**config.mk**
```make
export PLATFORM = sky130hd
export DESIGN_NAME = acorn128_tag_verify
export DESIGN_NICKNAME = d
export VERILOG_FILES = /design/src/rtl/acorn128_tag_verify.sv
export SDC_FILE = /design/constraint.sdc
export NUM_CORES = 2
export LEC_CHECK = 0
export CORE_ASPECT_RATIO = 1.25
export CORE_MARGIN = 1
export CORE_UTILIZATION = 50
export DETAILED_ROUTE_END_ITERATION = 10
export PLACE_DENSITY = 0.86
export SKIP_CTS_REPAIR_TIMING = 1
export SYNTH_ARGS = -nofsm -noshare
export SYNTH_HDL_FRONTEND = slang
export SYNTH_SLANG_ARGS = --single-unit
```
**constraint.sdc**
```tcl
create_clock -name clk -period 2.1 [get_ports clk]
set_clock_uncertainty 0.1 [all_clocks]
set_input_delay 0.525 -clock clk [delete_from_list [all_inputs] [get_ports clk]]
set_output_delay 0.525 -clock clk [all_outputs]
set_load 0.005 [all_outputs]
```
**src/rtl/acorn128_tag_verify.sv**
```systemverilog
// Purpose: ACORN-128 decrypt-side tag check. Runs 768 finalization steps on the
//          latched state, recomputes the tag and compares it to the received tag.
// Latency: start->done 769 clocks, one verification per 770 clocks; start is ignored unless idle.
//
// Ports:
//   clk, rst          rising-edge clock, synchronous active-high reset
//   start             single-cycle request, sampled only in IDLE
//   state_in[292:0]   cipher state after the last ciphertext step (sampled with start)
//   tag_in[127:0]     received tag (sampled with start)
//   busy              high while finalization steps run
//   done              one-cycle pulse when tag_ok/tag_out become valid
//   tag_ok            recomputed tag == latched received tag (held until next start/reset)
//   tag_out[127:0]    recomputed tag (held alongside tag_ok)
module acorn128_tag_verify (
  input  logic         clk,
  input  logic         rst,
  input  logic         start,
  input  logic [292:0] state_in,
  input  logic [127:0] tag_in,
  output logic         busy,
  output logic         done,
  output logic         tag_ok,
  output logic [127:0] tag_out
);

  typedef enum logic [1:0] {
    IDLE = 2'd0,
    RUN  = 2'd1,
    FIN  = 2'd2
  } fsm_t;

  localparam logic [9:0] LAST_STEP    = 10'd767;
  localparam logic [9:0] FIRST_TAG_KS = 10'd640;

  fsm_t         fsm;
  logic [292:0] s;
  logic [127:0] tag_exp;
  logic [127:0] tag_acc;
  logic [9:0]   cnt;

  // Combinational step outputs
  logic [292:0] s_fb;
  logic [292:0] s_next;
  logic         ks;
  logic         f;

  function automatic logic maj(input logic x, input logic y, input logic z);
    return (x & y) ^ (x & z) ^ (y & z);
  endfunction

  function automatic logic ch(input logic x, input logic y, input logic z);
    return (x & y) ^ (~x & z);
  endfunction

  // One ACORN step with ca = cb = 1 and m = 0.
  // Each LFSR feedback only reads taps that no later feedback in the chain has
  // modified yet, so all six XORs can be taken from the pre-step state. The
  // keystream and f then read the updated taps.
  always_comb begin
    s_fb      = s;
    s_fb[289] = s[289] ^ s[235] ^ s[230];
    s_fb[230] = s[230] ^ s[196] ^ s[193];
    s_fb[193] = s[193] ^ s[160] ^ s[154];
    s_fb[154] = s[154] ^ s[111] ^ s[107];
    s_fb[107] = s[107] ^ s[66]  ^ s[61];
    s_fb[61]  = s[61]  ^ s[23]  ^ s[0];

    ks = s_fb[12] ^ s_fb[154]
       ^ maj(s_fb[235], s_fb[61], s_fb[193])
       ^ ch(s_fb[230], s_fb[111], s_fb[66]);

    f = s_fb[0] ^ ~s_fb[107]
      ^ maj(s_fb[244], s_fb[23], s_fb[160])
      ^ s_fb[196] ^ ks;

    s_next = {f, s_fb[292:1]};
  end

  always_ff @(posedge clk) begin
    if (rst) begin
      fsm     <= IDLE;
      s       <= '0;
      tag_exp <= '0;
      tag_acc <= '0;
      cnt     <= '0;
      busy    <= 1'b0;
      done    <= 1'b0;
      tag_ok  <= 1'b0;
      tag_out <= '0;
    end else begin
      done <= 1'b0;
      case (fsm)
        IDLE: begin
          if (start) begin
            s       <= state_in;
            tag_exp <= tag_in;
            tag_acc <= '0;
            cnt     <= '0;
            busy    <= 1'b1;
            fsm     <= RUN;
          end
        end

        RUN: begin
          s   <= s_next;
          cnt <= cnt + 10'd1;
          // Shift in from the MSB: after 128 captures the step-640 bit sits at
          // bit 0 and the step-767 bit at bit 127.
          if (cnt >= FIRST_TAG_KS) begin
            tag_acc <= {ks, tag_acc[127:1]};
          end
          if (cnt == LAST_STEP) begin
            busy <= 1'b0;
            fsm  <= FIN;
          end
        end

        FIN: begin
          done    <= 1'b1;
          tag_ok  <= (tag_acc == tag_exp);
          tag_out <= tag_acc;
          fsm     <= IDLE;
        end

        default: fsm <= IDLE;
      endcase
    end
  end

endmodule

```
* Word-level counts from Yosys, hierarchy flattened
Cells that the tools add are included.
** Word-level totals
- Register bits :: 692
- Output and inout port bits :: 131
- Logic and storage cells :: 73
- Bits of input ports :: 424
** Operators by class
- $lt $le $gt $ge :: 1
- Multiplexer cells :: 14
- Reduce and logical (&&, ||, !) cells :: 7
- Bitwise logic cells :: 34
- Equality and inequality tests :: 7
- Add/sub/neg operators :: 1
** Operator list (number)
- $pmux 293 s2 :: 1
- $mux 293 :: 1
- $mux 128 :: 2
- $pmux 128 s2 :: 1
- $eq 128x128->1 :: 1
- $xor 1x1->1 :: 24
- $pmux 10 s2 :: 1
- $add 10x1->10 const B :: 1
- $eq 10x10->1 const B :: 1
- $ge 10x10->1 const B :: 1
- $mux 10 :: 1
- $and 1x1->1 :: 8
- $ne 2x2->1 const B :: 3
- $reduce_and 2->1 :: 3
- $reduce_and 3->1 :: 2
- $mux 2 :: 2
- $pmux 2 s2 :: 1
- $mux 1 :: 3
- $eq 2x1->1 const B :: 1
- $eq 2x2->1 const B :: 1
- $logic_not 2->1 :: 1
- $not 1->1 :: 2
- $pmux 1 s2 :: 1
- $reduce_bool 2->1 :: 1

* Longest topological paths before layout
- Depth after elaboration :: 9
- Gate-level depth with buffers :: 8
- Depth with buffers taken out :: 7

* Worst setup path before layout
No wires, ideal clock.
- Kind :: in2reg
- From :: input port start
- To :: register s[126]
- Cell stages on the path :: 8
- Library setup time :: 92 ps
- Required time :: 1908 ps
- Data arrival time :: 1712 ps
- Setup slack :: 196 ps
- Cells stage by stage :: nor2b_1 -> nand2b_1 -> buf_2 -> nand2_1 -> buf_2 -> clkbuf_1 -> nor2_1 -> nor4_1
** Between the ends
- Word-level cells in the longest chain between the ends :: 2
** Ends and longest elaborated chain
- start: declaration :: RTL line 17 : input logic start,
- $ne 2x2->1 (no source line)
- $reduce_and 2->1 (no source line)
- end signal: assignment :: RTL line 95 : s <= state_in;
- end signal: assignment :: RTL line 105 : s <= s_next;
- end: declaration :: RTL line 36 : logic [292:0] s;
Every way passes these cells.
A chain may end at the register's enable or synchronous reset.

* Final worst setup path
- From :: register tag_out[65]
- To :: output port tag_out[65]
** RTL lines
- start: declaration :: RTL line 23 : output logic [127:0] tag_out
- start signal: assignment :: RTL line 121 : tag_out <= tag_acc;
No word-level cell between the ends.

==> load_flow_metrics.sql <==
INSERT INTO impl_metrics (metric_group, metric, value, unit) VALUES
('power_and_ir_drop', 'power.net_switching', '8.762', 'mW'),
('route', 'via_per_inst', '5.732', ''),
('logic_synthesis', 'synthesis.yosys.warnings', '0', ''),
('logic_synthesis', 'synth_ff_type', 'sky130_fd_sc_hd__dfxtp_1', ''),
('critical_path', 'path_buf_inv', '1', ''),
('power_and_ir_drop', 'leakage', '16.18', 'nW'),
('floorplanning', 'placement_rows', '95', ''),
('logic_synthesis', 'most_frequent_cell_after_synthesis', 'sky130_fd_sc_hd__nor2_1', ''),
('route', 'num_vias', '28316', ''),
('placed_design', 'globalplace.congestion', '1.044', ''),
('critical_path', 'critical-path-slowest-cell', 'sky130_fd_sc_hd__clkdlybuf4s50_1', ''),
('global_route', 'grt_usage', '0.3414', ''),
('final_layout', 'layout-drive-gt1-share', '0.08712', ''),
('critical_path', 'crit_type', 'flip-flop to primary output', ''),
('logic_synthesis', 'synthDominantCellAreaShare', '0.5083', ''),
('logic_synthesis', 'async_sr_flop_fraction', '0', ''),
('floorplanning', 'dieWidth', '210.8', 'um'),
('clock_network', 'clockBufferDepth', '3', ''),
('route', 'route.detailed.wl_per_inst', '20.06', 'um'),
('timing', 'finalWorstSetupSlack', '-0.002990', 'ns'),
('logic_synthesis', 'netlist_area', '0.02725', 'mm^2'),
('logic_synthesis', 'synth.ff_latch_count', '692', ''),
('critical_path', 'timing.critical_path.to_type', 'primary output', ''),
('logic_synthesis', 'average_size_of_a_mapped_cell', '7.575', 'um^2'),
('timing', 'hold_viol', '0', ''),
('critical_path', 'critical-path-top-delay-family', 'buffers and inverters', ''),
('timing', 'relSlewSlack', '0.5377', ''),
('timing', 'setup_viol_count_final', '1', ''),
('clock_network', 'clock-sinks', '692', ''),
('timing', 'max_freq', '475.5', 'MHz'),
('route', 'routed_wirelength', '99.09', 'mm'),
('power_and_ir_drop', 'power.share.clock', '0.383', ''),
('timing', 'tightest_slew', '0.6911', 'ns'),
('critical_path', 'crit_path_max_fanout', '2', ''),
('global_route', 'grt_antenna_before_repair', '11', ''),
('final_layout', 'final_nets', '4578', ''),
('floorplanning', 'die_span_in_y', '263.0', 'um'),
('timing', 'final-max-slew-violation-count', '0', ''),
('placed_design', 'dpl.hpwl', '68.88', 'mm'),
('critical_path', 'worst-endpoint-required', '1.47', 'ns'),
('logic_synthesis', 'yosysSeqAreaShare', '0.5083', ''),
('clock_network', 'clkTransAtPathRegs', '0.07', 'ns'),
('route', 'drt_first_iter_violations', '2817', ''),
('floorplanning', 'coreArea', '0.05385', 'mm^2'),
('final_layout', 'area_growth_syn_to_layout', '37.69', '%'),
('placed_design', 'io_buffer_count', '554', ''),
('final_layout', 'num-fill-cells', '3934', ''),
('global_route', 'wire_length_of_the_first_global_routing_pass', '147.6', 'mm'),
('power_and_ir_drop', 'seq_power_share', '0.456', ''),
('floorplanning', 'num_io_pins', '555', ''),
('global_route', 'grt_start_max_net_pins', '129', ''),
('clock_network', 'clock_tree.htree_level_count', '3', ''),
('final_layout', 'fin_util', '0.6969', ''),
('timing', 'rsz_0062_raised_after_global_routing', 'true', ''),
('logic_synthesis', 'synthesis.nets', '4024', ''),
('critical_path', 'critical_path.cell_chain', 'clkdlybuf4s50_1', ''),
('run_status', 'outcome', 'finished, violations left', ''),
('route', 'drtAntennaViolNets', '0', ''),
('floorplanning', 'initial_utilization', '0.5061', ''),
('global_route', 'grt_overflow', '0', ''),
('logic_synthesis', 'post_synth_inst_count', '3598', ''),
('hold_path', 'hold_path_class', 'input pin to flip-flop', ''),
('logic_synthesis', 'synth_edf_count', '0', ''),
('power_and_ir_drop', 'peakVddDrop', '0.7656', 'mV'),
('placed_design', 'dpl.cell_count', '4808', ''),
('run_status', 'violations', 'negative setup slack', ''),
('clock_network', 'clock_tree_from_tritoncts', 'done', ''),
('clock_network', 'cts_root_cell', 'sky130_fd_sc_hd__clkbuf_16', ''),
('critical_path', 'slowest_delay', '0.51', 'ns'),
('timing', 'finalCriticalPeriod', '2.103', 'ns'),
('route', 'drtPass1Iterations', '6', '');
==> worst paths after layout <==
path	start	endpoint	slack, ns	cells past startpoint
setup / recovery	tag_out[65]	tag_out[65]	-0.003	1
hold / removal	rst	s[136]	0.22	2
setup reg to reg	tag_exp[19]	tag_ok	0.01	7
hold reg to reg	tag_out[73]	tag_out[73]	0.35	2
==> power by group through the flow <==
stage / registers, mW / logic [mW] / clock network, mW
5_1_grt: 14.8 / 5.60 / 12.9
2_1_floorplan: 14.7 / 2.76 / 0
3_5_place_dp: 14.9 / 5.00 / 0
4_1_cts: 14.6 / 5.08 / 12.4
6_report: 14.7 / 5.20 / 12.3
3_3_place_gp: 14.9 / 4.90 / 0
==> cells in the final DEF, fill, tap and decap left out, types with 4 or more instances in the layout <==
cell	netlist	routed
sky130_fd_sc_hd__xnor2_1	14	11
sky130_fd_sc_hd__diode_2	0	12
sky130_fd_sc_hd__clkbuf_1	230	16
sky130_fd_sc_hd__a221oi_1	8	8
sky130_fd_sc_hd__clkbuf_8	0	13
sky130_fd_sc_hd__a2111oi_0	14	8
sky130_fd_sc_hd__dfxtp_2	0	22
sky130_fd_sc_hd__nor4_2	0	8
sky130_fd_sc_hd__inv_1	31	31
sky130_fd_sc_hd__clkbuf_16	0	70
sky130_fd_sc_hd__a21oi_1	392	391
sky130_fd_sc_hd__nand2b_1	20	17
sky130_fd_sc_hd__o2111a_1	5	5
sky130_fd_sc_hd__nand4_1	12	12
sky130_fd_sc_hd__nand2_1	651	650
sky130_fd_sc_hd__dlymetal6s2s_1	0	81
sky130_fd_sc_hd__clkdlybuf4s50_1	0	472
sky130_fd_sc_hd__buf_12	0	55
sky130_fd_sc_hd__inv_6	0	5
sky130_fd_sc_hd__xor2_1	73	70
sky130_fd_sc_hd__a2111oi_1	0	4
sky130_fd_sc_hd__o22ai_1	7	7
sky130_fd_sc_hd__nor2b_1	43	41
sky130_fd_sc_hd__clkinv_2	0	8
sky130_fd_sc_hd__dfxtp_1	692	669
sky130_fd_sc_hd__nor2_1	885	884
sky130_fd_sc_hd__nor4_1	303	294
sky130_fd_sc_hd__nand3_1	137	137
sky130_fd_sc_hd__buf_4	0	149
==> final cells by class <==
class | count | area [um^2] | share of cell area
Timing Repair Buffer | 758 | 7973 | 0.2125
Clock buffer | 99 | 1991 | 0.05305
Sequential cell | 692 | 13880 | 0.3700
Multi-Input combinational cell | 2601 | 12410 | 0.3307
Tap cell | 727 | 909.6 | 0.02424
Clock inverter | 20 | 212.7 | 0.005668
Antenna cell | 12 | 30.03 | 0.0008002
Inverter | 31 | 116.4 | 0.003101
==> cells by family (layout without fill, tap and decap cells) <==
kind of cell | Yosys count | in the layout | share of synthesized area
DFF | 692 | 692 | 0.5083
buffers and inverters | 305 | 908 | 0.04334
muxes | 4 | 4 | 0.001561
AOI/OAI and AO/OA | 441 | 441 | 0.08704
and+or+nand+nor | 2060 | 2060 | 0.3256
other | 0 | 12 | 0
xor gates and xnor gates | 92 | 92 | 0.03241
adders and majority gates | 4 | 4 | 0.001698
==> metrics by stage <==
stage | power, mW | setup TNS, ns | instance area (um^2) | setup WS (ns)
floorplan | 17.50 | 0 | 27250 | 0.1956
CTS | 32.12 | -3.899 | 37120 | -0.2094
finish | 32.19 | -0.002990 | 37530 | -0.002990
global route | 33.25 | -0.09675 | 37520 | -0.05171
detailed placement | 19.91 | -177.06 | 34920 | -0.4525
global placement | 19.80 | -153.83 | 34920 | -0.3452
==> registers in the layout (all words and copies together) (netlist names) <==
| register | cells |
|---|---|
| busy | 1 |
| cnt | 10 |
| done | 1 |
| fsm | 2 |
| s | 293 |
| tag_acc | 128 |
| tag_exp | 128 |
| tag_ok | 1 |
| tag_out | 128 |
==> layer usage <==
metal / GRT usage / up-vias / share of wire
li1: - / 13053 / -
met1: 0.3983 / 13233 / 0.36
met2: 0.5567 / 1654 / 0.47
met3: 0.06752 / 376 / 0.090
met4: 0.2479 / 0 / 0.076
met5: 0 / - / 0
(Power assumes the default switching activity.)
